==> src/rtl/core_run_sequencer.sv <==
// core_run_sequencer
//   Host-side initiator for a processor start/done handshake. A run request
//   holds the core in reset, pulses start, then counts RUN cycles until a
//   debounced done or a watchdog timeout, and returns a cycle-count/status
//   response.
//
// Ports:
//   clk          system clock, rising edge
//   reset        synchronous active-low reset (0 = reset)
//   req_valid    host requests a run
//   req_ready    request can be accepted (IDLE only, combinational)
//   core_reset   active-high reset to the processor
//   core_start   start strobe to the processor
//   core_done    processor done/halt indication
//   rsp_valid    run result available
//   rsp_ready    host accepts result
//   rsp_cycles   RUN cycles counted, including the qualifying cycle
//   rsp_timeout  run ended by watchdog
//
// Optional feature (macro RUN_SEQ_ABORT_EN):
//   abort        forces the current run to REPORT (RUN state only)
//   rsp_aborted  run ended by abort
module core_run_sequencer #(
    parameter int RST_CYCLES   = 2,
    parameter int START_CYCLES = 1,
    parameter int DONE_STABLE  = 2,
    parameter int CNT_W        = 16,
    parameter int TIMEOUT      = 4095
) (
    input  logic             clk,
    input  logic             reset,
    input  logic             req_valid,
    output logic             req_ready,
    output logic             core_reset,
    output logic             core_start,
    input  logic             core_done,
    output logic             rsp_valid,
    input  logic             rsp_ready,
    output logic [CNT_W-1:0] rsp_cycles,
    output logic             rsp_timeout
`ifdef RUN_SEQ_ABORT_EN
    ,
    input  logic             abort,
    output logic             rsp_aborted
`endif
);

    localparam int PH_MAX = (RST_CYCLES > START_CYCLES) ? RST_CYCLES : START_CYCLES;
    localparam int PH_W   = (PH_MAX > 1) ? $clog2(PH_MAX) : 1;
    localparam int ST_W   = $clog2(DONE_STABLE + 1);

    typedef enum logic [2:0] {
        S_IDLE,
        S_RST,
        S_START,
        S_RUN,
        S_REPORT
    } state_t;

    state_t           state;
    logic [PH_W-1:0]  phase;
    logic [CNT_W-1:0] cnt;
    logic [ST_W-1:0]  stable;

    logic [CNT_W-1:0] cnt_next;
    logic [ST_W-1:0]  stable_next;
    logic             qualify;
    logic             hit_timeout;

    assign req_ready = (state == S_IDLE);

    // cnt holds the number of completed RUN cycles, so cnt_next is the
    // index k of the cycle currently being evaluated (first RUN cycle is 1).
    // The stable counter never exceeds DONE_STABLE because reaching it
    // leaves RUN.
    always_comb begin
        cnt_next    = cnt + CNT_W'(1);
        stable_next = core_done ? (stable + ST_W'(1)) : '0;
        qualify     = (stable_next == ST_W'(DONE_STABLE));
        hit_timeout = (cnt_next == CNT_W'(TIMEOUT));
    end

    always_ff @(posedge clk) begin
        if (!reset) begin
            state       <= S_IDLE;
            phase       <= '0;
            cnt         <= '0;
            stable      <= '0;
            core_reset  <= 1'b1;
            core_start  <= 1'b0;
            rsp_valid   <= 1'b0;
            rsp_cycles  <= '0;
            rsp_timeout <= 1'b0;
`ifdef RUN_SEQ_ABORT_EN
            rsp_aborted <= 1'b0;
`endif
        end else begin
            case (state)
                S_IDLE: begin
                    if (req_valid) begin
                        state      <= S_RST;
                        phase      <= '0;
                        core_reset <= 1'b1;
                        core_start <= 1'b0;
                    end
                end
                S_RST: begin
                    if (phase == PH_W'(RST_CYCLES - 1)) begin
                        state      <= S_START;
                        phase      <= '0;
                        core_reset <= 1'b0;
                        core_start <= 1'b1;
                    end else begin
                        phase <= phase + PH_W'(1);
                    end
                end
                S_START: begin
                    if (phase == PH_W'(START_CYCLES - 1)) begin
                        state      <= S_RUN;
                        phase      <= '0;
                        core_start <= 1'b0;
                        cnt        <= '0;
                        stable     <= '0;
                    end else begin
                        phase <= phase + PH_W'(1);
                    end
                end
                S_RUN: begin
                    cnt    <= cnt_next;
                    stable <= stable_next;
                    // Priority: qualify > abort > timeout.
                    if (qualify) begin
                        state       <= S_REPORT;
                        rsp_valid   <= 1'b1;
                        rsp_cycles  <= cnt_next;
                        rsp_timeout <= 1'b0;
`ifdef RUN_SEQ_ABORT_EN
                        rsp_aborted <= 1'b0;
                    end else if (abort) begin
                        state       <= S_REPORT;
                        rsp_valid   <= 1'b1;
                        rsp_cycles  <= cnt_next;
                        rsp_timeout <= 1'b0;
                        rsp_aborted <= 1'b1;
`endif
                    end else if (hit_timeout) begin
                        state       <= S_REPORT;
                        rsp_valid   <= 1'b1;
                        rsp_cycles  <= CNT_W'(TIMEOUT);
                        rsp_timeout <= 1'b1;
`ifdef RUN_SEQ_ABORT_EN
                        rsp_aborted <= 1'b0;
`endif
                    end
                end
                S_REPORT: begin
                    if (rsp_ready) begin
                        state     <= S_IDLE;
                        rsp_valid <= 1'b0;
                    end
                end
                default: state <= S_IDLE;
            endcase
        end
    end

endmodule

==> config.mk <==
export PLATFORM = sky130hd
export DESIGN_NAME = core_run_sequencer
export DESIGN_NICKNAME = d
export VERILOG_FILES = /design/src/rtl/core_run_sequencer.sv
export SDC_FILE = /design/constraint.sdc
export NUM_CORES = 1
export LEC_CHECK = 0
export ABC_CLOCK_PERIOD_IN_PS = 3800
export CORE_MARGIN = 2
export CORE_UTILIZATION = 45
export DETAILED_ROUTE_END_ITERATION = 10
export HOLD_SLACK_MARGIN = 0.15
export PLACE_DENSITY = 0.78
export SKIP_CTS_REPAIR_TIMING = 1
export SYNTH_ARGS = -nofsm -noshare
export SYNTH_HDL_FRONTEND = slang
export SYNTH_SLANG_ARGS = --single-unit
==> constraint.sdc <==
create_clock -name clk -period 3.8 [get_ports clk]
set_input_delay 0.38 -clock clk [delete_from_list [all_inputs] [get_ports clk]]
set_output_delay 0.38 -clock clk [all_outputs]
set_load 0.005 [all_outputs]
# ---- Yosys cells after proc, flatten, opt, wreduce, memory -nomap -nowiden
# Index checks and enable logic that the tools add are counted.
dict set report word_totals {
  elab_cells 65
  ram_bits 0
  inputBits 5
  regBits 42
  latchBits 0
  output_inout_bits 21
  memories 0
  rom_bits 0
}
dict set report op_classes {
  muxes 29
  n_eq_ne 11
  order_cmp 0
  n_mul 0
  n_shift 0
  add_sub_neg 3
  n_div 0
  bitwise 0
  n_reduce_logical 13
}
# operator count
set ops {}
lappend ops {{16-bit two-way mux} 3}
lappend ops {{16-bit case mux with 2 select lines} 1}
lappend ops {{3-bit two-way mux} 6}
lappend ops {{16-bit by 1-bit adder with 16-bit output (second input constant)} 1}
lappend ops {{16-bit by 12-bit == test with 1-bit output (second input constant)} 1}
lappend ops {{3-bit case mux with 5 select lines} 1}
lappend ops {{1-bit two-way mux} 11}
lappend ops {{2-bit != test (second input constant)} 4}
lappend ops {{2-bit nonzero test} 4}
lappend ops {{3-bit by 2-bit == test with 1-bit output (second input constant)} 2}
lappend ops {{1-bit case mux with 3 select lines} 2}
lappend ops {{2-bit AND reduction} 3}
lappend ops {{3-bit AND reduction} 2}
lappend ops {{5-bit AND reduction} 1}
lappend ops {{2-bit two-way mux} 2}
lappend ops {{1-bit case mux with 2 select lines} 2}
lappend ops {{2-bit case mux with 2 select lines} 1}
lappend ops {{4-bit AND reduction} 1}
lappend ops {{3-bit by 1-bit == test with 1-bit output (second input constant)} 1}
lappend ops {{3-bit == test (second input constant)} 1}
lappend ops {{3-bit zero test} 1}
lappend ops {{3-bit != test (second input constant)} 1}
lappend ops {{3-bit nonzero test} 1}
lappend ops {{2-bit by 1-bit adder with 2-bit output (second input constant)} 1}
lappend ops {{other kinds (2)} 2}

# ---- Logic depth before layout (Yosys ltp)
# Gate-level depths: netlist (run 1).
dict set report logic_depth {
  ltp_word 5
  depth_mapped 8
  depth_no_buf 7
}

# ---- Least setup slack after synthesis (run 1)
# Ideal clock, no wire load.
dict set report synth_timing {
  kind {reg-to-reg}
  start {register cnt[0]}
  end {register state[0]}
  period_less_slack_ns 2.071
  setup_ns 0.117
  required_time_ns 3.683
  n_path_buf 1
  arrival_time_ns 1.954
  path_stages_with_launch 8
  slack_ns 1.729
  cell_sequence {dfxtp_1 > ha_1 > buf_4 > nand4_4 > or3_4 > a2111oi_4 > a31oi_2 > a32o_1}
}
dict set report synth_via {
  elab_chain_cells 4
}
# element line_no
set synth_lines {}
lappend synth_lines {{from (decl)} 62} ;# logic [CNT_W-1:0] cnt;
lappend synth_lines {{from (signal assigned)} 129} ;# cnt <= cnt_next;
lappend synth_lines {{16-bit by 1-bit adder with 16-bit output} 77} ;# cnt_next = cnt + CNT_W'(1);
lappend synth_lines {{16-bit by 12-bit == test with 1-bit output} 80} ;# hit_timeout = (cnt_next == CNT_W'(TIMEOUT));
lappend synth_lines {{3-bit != test (no line)} --}
lappend synth_lines {{5-bit AND reduction (no line)} --}
lappend synth_lines {{to (signal assigned)} 85} ;# state <= S_IDLE;
lappend synth_lines {{to (signal assigned)} 101} ;# state <= S_RST;
lappend synth_lines {{to (signal assigned)} 109} ;# state <= S_START;
lappend synth_lines {{to (decl)} 60} ;# state_t state;
# No other way between the ends.
# A chain may end at the register's enable or synchronous reset.

# ---- Worst setup path after layout (run 1)
# Same ends and word-level chain as after synthesis.

==> summary by stage, run 1 <==
Placement
In this run the cell area measured after placement is 0.002685 mm². The count of placed standard cells including taps is 369. The port buffer count is 25. At the end of routability-driven placement, the weighted congestion stood at 0.9173. Detailed placement ended at an HPWL of 3.938 mm.

Synth
The number of warnings printed during yosys synthesis is 0. Yosys mapped the design onto 57 distinct sky130hd cell types. The synthesized design spends more area on one cell type than any other, namely sky130_fd_sc_hd__dfxtp_1.

The share of the synthesized area in the top cell type is 34.23%. Of all flip-flops after synthesis, the portion carrying an async set or reset was 0%. The parity-gate share of the synthesized area counting xor and xnor cells is 4.636%. The share of the Yosys chip area taken by registers is 34.23%. The synthesized netlist devotes 26.03% of its cell area to simple gates. The post-synth design cell area is 0.002456 mm².

The most common flop cell mapped by yosys is sky130_fd_sc_hd__dfxtp_1. The combinational family with the most area after synthesis is compound AO/OA/AOI/OAI gates. The total of flip-flops plus latches after synthesis is 42. The synthesized instance count is 298.

The number of nets handed over by synthesis was 305. Summing the areas of all compound-gate instances in the mapped netlist gives 26.18% of the synthesized area. The post-synthesis average cell area is 8.242 µm². The multiplexer area fraction after synthesis is 0.4075%.

In this run, synthesis inferred 0 flip-flops with an integrated enable. Ranked by total cell area, the synthesized netlist is headed by sky130_fd_sc_hd__dfxtp_1 34%, sky130_fd_sc_hd__nor2b_1 4.6%, sky130_fd_sc_hd__o21ai_0 4.1%. The adder-cell share of the synthesized area is 1.019%.

Worst setup path
The critical path contains buffers and inverters numbering 0 combined. The critical-path cell with the highest stage delay is sky130_fd_sc_hd__dfxtp_1. Traced cell by cell, the critical path runs through ha_1 > nand4_4 > or3_4 > a2111oi_4 > a31oi_2 > a32o_1.

The type of the setup path with the least slack is reg2reg. The category of the worst setup path capture point is a flip-flop. The worst path required time is 4.00 ns. The data arrival at the endpoint of the critical path is 2.86 ns. On the worst path, the slowest cell contributes a delay of 0.43 ns. The logic depth of the worst register-to-register path is 6. The kind of launch point of the worst setup path is a flip-flop. The capture point of the worst reg-to-reg path is state[0]. The startpoint identified for the worst register-to-register timing path is cnt[0]. The worst register-to-register path has a setup slack of 1.14 ns. The critical path's top delay family is compound AO/OA/AOI/OAI gates.

The maximum fanout encountered on the critical timing path is 13.

Power
The share of total power in combinational logic is 22.7%. The analysis attributes to net switching a power of 0.3513 mW. The post-route total power is 1.120 mW.

The standby leakage power is 0.9337 nW. The power share of the sequential group is 45.6%. The peak supply drop is 0.3284 mV.

Dividing total power by cell area gives a power density of 400.8 mW/mm². The share of power burned in the clock network is 31.7%. The total internal power is 0.7690 mW. The fraction of power spent switching nets is 31.36%.

Timing
Setup violations remaining at the end of the flow were counted as 0. The actual transition at the worst max-transition pin is 0.9786 ns. The max-slew headroom at the worst pin is 34.55%. Static timing analysis puts the maximum clock frequency at 376.2 MHz. The worst hold slack across all endpoints is 0.4695 ns.

The minimum period implied by the final worst setup slack is 2.658 ns. The number of pins with negative max-slew slack in the final report is 0. Setup repair after global routing left no endpoint under its margin.

The final worst-path cycle share is 69.96%. The total negative setup slack is 0 ns. The number of hold violations in the final report is 0. The worst-case clock skew is 0.008701 ns.

Die
The chip height is 77.88 µm. The initial core utilization is 47.48%. The die width is 77.88 µm.

The number of top-level pins is 26. The core region is 0.005172 mm². The die covers 0.006065 mm². Row generation in the floorplan step produced 26 rows.

Finish
The number of diodes is 0. The final cell count without fillers is 377. The total number of nets in the final design is 313.

The signed area change from the synthesized netlist to the final layout is 13.81%. The finished layout cell area is 0.002795 mm². The fraction of final layout cells sized beyond drive strength 1 is 8.469%.

Clocking
The cell at the root of the clock tree is sky130_fd_sc_hd__clkbuf_8. The H-tree generated during clock tree synthesis spans 2 levels. The clock tree from TritonCTS is yes. The TritonCTS buffer count is 5. The clock passes through at most 2 buffers. The clock latency of the later-clocked register in the worst-skew pair is 0.30 ns. The clock sink count is 42. After clock tree synthesis, the clock-pin slew on the worst setup and hold paths is 0.08 ns.

GRT
Global routing used 19.40% of the available tracks. The initial antenna violation count was 0. The first-pass GRT wire length is 9.528 mm. The number of global-route vias before repair was 1998.

Entering global routing, the biggest net connects 28 pins. The total overflow reported by the global router is 0.

Drt
The number of DRC markers after the initial detailed-route iteration is 115. The detailed-route DRC error count is 0. The detailed-route wire length per cell is 14.90 µm. For this block, the routed nets add up to 5.616 mm of wire.

The first detailed-routing pass ran for 4 iterations. After detailed routing, the number of vias per cell comes to 5.737. Once detail routing completed, the nets flagged for antenna violations numbered 0.

The routed layout has 2163 vias.

Min path
The startpoint identified for the worst hold timing path is rsp_cycles[3]. The type of the worst min-delay path is reg2reg. The endpoint with the worst hold slack is rsp_cycles[3]. The worst hold path passes through 2 cells.

Run
The tool flagged a number of max-cap violations equal to 0.

Status
The run finished with clean final reports.
==> stage by stage <==
| stage | util (%) | setup WS (ns) |
|---|---|---|
| after global routing | 54.04 | 0.9072 |
| final | 54.04 | 1.142 |
| after CTS | 54.04 | 1.148 |
| after detailed placement | 51.91 | 1.159 |
| after global placement | 51.91 | 1.214 |
| after floorplan | - | 1.729 |
==> synthesized netlist by cell type, types with 4 or more instances <==
master and n:
sky130_fd_sc_hd__a21boi_0 4, sky130_fd_sc_hd__a21oi_1 14, sky130_fd_sc_hd__a21oi_2 10, sky130_fd_sc_hd__a22oi_1 5
sky130_fd_sc_hd__and4_1 5, sky130_fd_sc_hd__clkbuf_1 18, sky130_fd_sc_hd__dfxtp_1 42, sky130_fd_sc_hd__inv_1 13
sky130_fd_sc_hd__nand2_1 17, sky130_fd_sc_hd__nand3_1 14, sky130_fd_sc_hd__nand4_1 8, sky130_fd_sc_hd__nor2_1 18
sky130_fd_sc_hd__nor2b_1 18, sky130_fd_sc_hd__nor3_1 7, sky130_fd_sc_hd__nor4_1 4, sky130_fd_sc_hd__o21ai_0 20
sky130_fd_sc_hd__o221ai_1 9, sky130_fd_sc_hd__xnor2_1 8, sky130_fd_sc_hd__xor2_1 5
==> kinds of logic after synthesis <==
| logic type | after synthesis |
|---|---|
| simple gates | 111 |
| compound gates | 88 |
| flops | 42 |
| buf+inv | 41 |
| xor+xnor | 13 |
| fa+ha+maj | 2 |
| mux | 1 |
==> cell usage in the layout (no fill, tap or decap), drive strengths merged, types with 9 or more instances in the layout <==
cell type / synthesis / routed
nand2: 17 / 17
o221ai: 9 / 9
nand4: 9 / 9
o21ai: 21 / 21
nor2: 18 / 18
nor2b: 18 / 18
dfxtp: 42 / 42
inv: 14 / 14
clkdlybuf4s50: 0 / 25
a21oi: 24 / 24
nand3: 14 / 14
==> worst min-delay path: cells and delay by family, from the launching register on <==
kind / cells / cell delay, ns
flops: 1 / 0.33
buf+inv: 1 / 0.06
compound gates: 1 / 0.04
==> metal layers <==
| metal | global-route usage [%] | up-vias | wire length [µm] |
|---|---|---|---|
| li1 | - | 1093 | - |
| met1 | 25.88 | 1021 | 2674 |
| met2 | 30.78 | 41 | 2672 |
| met3 | 3.488 | 8 | 183 |
| met4 | 8.036 | 0 | 85 |
| met5 | 0 | - | 0 |
==> how the worst max path moves through the flow <==
stage	startpoint	to	depth (start not counted)
after global placement	cnt[0]	state[0]	6
after global routing	cnt[0]	state[0]	6
after CTS	cnt[0]	state[0]	6
after floorplan	cnt[0]	state[0]	7
final	cnt[0]	state[0]	6
after detailed placement	cnt[0]	state[0]	6
==> registers in the layout (all words and copies together), names as in the netlist <==
| signal | flops |
|---|---|
| core_start | 1 |
| core_reset | 1 |
| rsp_cycles | 16 |
| rsp_valid | 1 |
| rsp_timeout | 1 |
| state | 3 |
| phase | 1 |
| stable | 2 |
| cnt | 16 |
==> layout make-up <==
type,count,area (µm²)
clock buffers,6,72.57
clock inverters,2,37.54
fillers,492,2377
well taps,70,87.58
repair buffers,28,272.8
flip-flops and latches,42,840.8
inverters,14,52.55
multi-input cells,215,1431
==> power by group through the flow <==
| stage | Clock (mW) | Sequential, mW | Combinational (mW) |
|---|---|---|---|
| 3_5_place_dp | 0 | 0.521 | 0.254 |
| 3_3_place_gp | 0 | 0.518 | 0.248 |
| 4_1_cts | 0.358 | 0.510 | 0.254 |
| 5_1_grt | 0.381 | 0.518 | 0.291 |
| 6_report | 0.355 | 0.511 | 0.254 |
| 2_1_floorplan | 0 | 0.493 | 0.204 |
No activity file was read; power rests on OpenSTA's default activity.
==> run 2, diff against run 1 <==
Settings changed: ABC_CLOCK_PERIOD_IN_PS 3800 to 2300, PLACE_DENSITY 0.78 to 0.8.
Clock period 3.8 ns to 2.3 ns, I/O delays scaled along.
==> run 2 against run 1 <==
First-iteration DRC count is 43% higher. Cell count grew 4.0%. Design area is 5.6% higher. Maximum frequency rose by 19%. Clock power grew 110%. Sequential cell count is the same. Wire length rose by 9.5%. Hold slack improved by 0.0061 ns. Critical endpoint is now rsp_cycles[7].
==> summary by stage, run 2 (same netlist as run 1, synthesis figures left out) <==
Status
The run finished with clean final reports.

Finish
The fraction of the core area covered by cells at the end of the flow is 57.06% (+3.0 points). The number of diodes is 0 (unchanged). The final cell count without fillers is 392 (+4.0%). The top cell types in the final layout, fill and taps aside, are 42 x sky130_fd_sc_hd__dfxtp_1, 25 x sky130_fd_sc_hd__clkdlybuf4s50_1, 20 x sky130_fd_sc_hd__o21ai_0. The area growth from synthesis to layout is 20.17%. The total number of nets in the final design is 328 (+4.8%). The fraction of final layout cells sized beyond drive strength 1 is 13.35% (+4.9 points). The largest registers in the layout are cnt x16, rsp_cycles x16, state x3.

The leading cell type in the layout, fill and taps excluded is sky130_fd_sc_hd__dfxtp_1.

Drt
The via total after detailed routing came to 2296 (+6.1%). The number of DRC markers after the initial detailed-route iteration is 164 (+43%). The first-pass iteration count of the detailed router is 4 (unchanged). The detailed-route DRC error count was 0 (unchanged).

The remaining number of nets flagged by the antenna check after routing is 0 (unchanged). The total length of routed wires is 6.151 mm (+9.5%). The detailed-route wire length per cell was 15.69 µm (+5.3%). The average vias per placed instance is 5.857 (+2.1%).

Die
The initial core utilization is 47.48% (unchanged). The number of top-level pins is 26 (unchanged). The total die area is 0.006065 mm² (unchanged).

The number of placement rows is 26 (unchanged). The area of the placeable core is 0.005172 mm² (unchanged). The die width is 77.88 µm (unchanged). The chip height was 77.88 µm (unchanged).

Power
The ratio of total power to cell area is 685.0 mW/mm² (+71%). The post-route total power came to 2.022 mW (+80%). The total internal power came to 1.424 mW (+85%).

The power share of the sequential group is 41.5% (-4.1 points). The share of power burned in the clock network is 36.2% (+4.5 points). The peak supply drop came to 0.7340 mV (+120%). The total net switching power came to 0.5979 mW (+70%). The share of total power in combinational logic is 22.2% (-0.5 points). The standby leakage power was 1.043 nW (+12%).

The fraction of power spent switching nets is 29.57% (-1.8 points).

GRT
The first-pass GRT wire length is 10.35 mm (+8.6%). The total routing usage reported by global routing is 21.32% (+1.9 points). The initial antenna violation count was 0 (unchanged). The largest net degree at the start of global routing came to 30 (+7.1%). The number of global-route vias before repair is 2138 (+7.0%). The total overflow reported by the global router came to 0 (unchanged).

Timing
The number of hold violations in the final report is 0 (unchanged). The worst-case clock skew is 0.006736 ns (-0.001966 ns). The minimum period implied by the final worst setup slack is 2.227 ns (-0.4312 ns). The number of pins with negative max-slew slack in the final report is 0 (unchanged). The total negative setup slack is 0 ns (unchanged). The maximum frequency from static timing analysis is 449.0 MHz (+19%). The number of setup violations in the final report came to 0 (unchanged). The max-slew headroom at the worst pin is 61.31% (+27 points). The final worst-path cycle share is 96.83% (+27 points). The actual transition at the worst max-transition pin is 0.5750 ns (-0.4036 ns).

Worst setup path
The maximum fanout encountered on the critical timing path was 10 (-3). The worst path required time is 2.54 ns (-1.46 ns). The critical path is of the reg2reg type. The data arrival at the endpoint of the critical path is 2.47 ns (-0.39 ns). The worst setup path is launched from a flip-flop.

STA classifies the critical path endpoint as a flip-flop.

Clocking
The clock latency of the later-clocked register in the worst-skew pair came to 0.30 ns (about the same). The clock sink count was 42 (unchanged). The TritonCTS buffer count is 5 (unchanged). The maximum level of the CTS H-tree is 2 (unchanged). TritonCTS built the clock tree. The cell at the root of the clock tree is sky130_fd_sc_hd__clkbuf_8.

The maximum clock path buffer count was 2 (unchanged). The clock input transition at the sequential cells of the worst setup and hold paths came to 0.08 ns (about the same).

Placement
The HPWL after detailed placement was 4.421 mm (+12%). The final RePlAce weighted congestion is 0.9822 (+7.1%). The count of placed standard cells including taps was 384 (+4.1%). The port buffer count came to 25 (unchanged).

Min path
The type of the worst min-delay path is reg2reg.

Run
The count of max-cap constraint violations was 0 (unchanged).
[run 2: stage by stage]
step,setup slack [ns],area [µm²],hold slack (ns)
2_1_floorplan,0.2287,2456,0.4052
3_3_place_gp,0.2517,2798,0.4558
3_5_place_dp,0.07358,2798,0.4657
4_1_cts,0.05378,2940,0.4775
5_1_grt,-0.006239,2952,0.5044
6_report,0.07285,2952,0.4756
[run 2: worst paths after layout]
kind / start / end / slack [ns] / cells past startpoint
max: cnt[0] / rsp_cycles[7] / 0.07 / 7
min: rsp_cycles[3] / rsp_cycles[3] / 0.48 / 2
max reg2reg: cnt[0] / rsp_cycles[7] / 0.07 / 7
min reg2reg: rsp_cycles[3] / rsp_cycles[3] / 0.48 / 2
[run 2: area by class of cell]
| cell class | instances | area [µm²] |
|---|---|---|
| multi-input combinational | 215 | 1439 |
| clock buffer | 6 | 82.58 |
| sequential | 42 | 840.8 |
| fill | 453 | 2221 |
| clock inverter | 2 | 60.06 |
| timing repair buffer | 43 | 389.1 |
| tap | 70 | 87.58 |
| inverter | 14 | 52.55 |
[run 2: worst max-delay path, cell delays in order (launching register included)]
cell and delay (ns):
sky130_fd_sc_hd__dfxtp_1 0.37, sky130_fd_sc_hd__ha_1 0.29, sky130_fd_sc_hd__nand4_4 0.14, sky130_fd_sc_hd__or3_4 0.38
sky130_fd_sc_hd__a2111oi_4 0.41, sky130_fd_sc_hd__a31oi_2 0.21, sky130_fd_sc_hd__buf_6 0.21, sky130_fd_sc_hd__a21oi_2 0.14
[run 2: power groups by stage]
stage               combinational [mW]  sequential [mW]  clock [mW]
floorplan                        0.338            0.814           0
global placement                 0.427            0.853           0
detailed placement               0.444            0.856           0
CTS                              0.447            0.837       0.738
global route                     0.499            0.850       0.775
finish                           0.450            0.840       0.733
[run 2: routing by layer]
layer  vias up  global-route usage (%)  part of all wire (%)  wire length [µm]
li1       1128                       -                     -                 -
met2        54                   35.00                    49              3018
met4         0                   7.143                   1.3                77
met5         -                       0                     0                 0
met3        10                   4.419                   4.9               299
met1      1104                   27.77                    45              2755
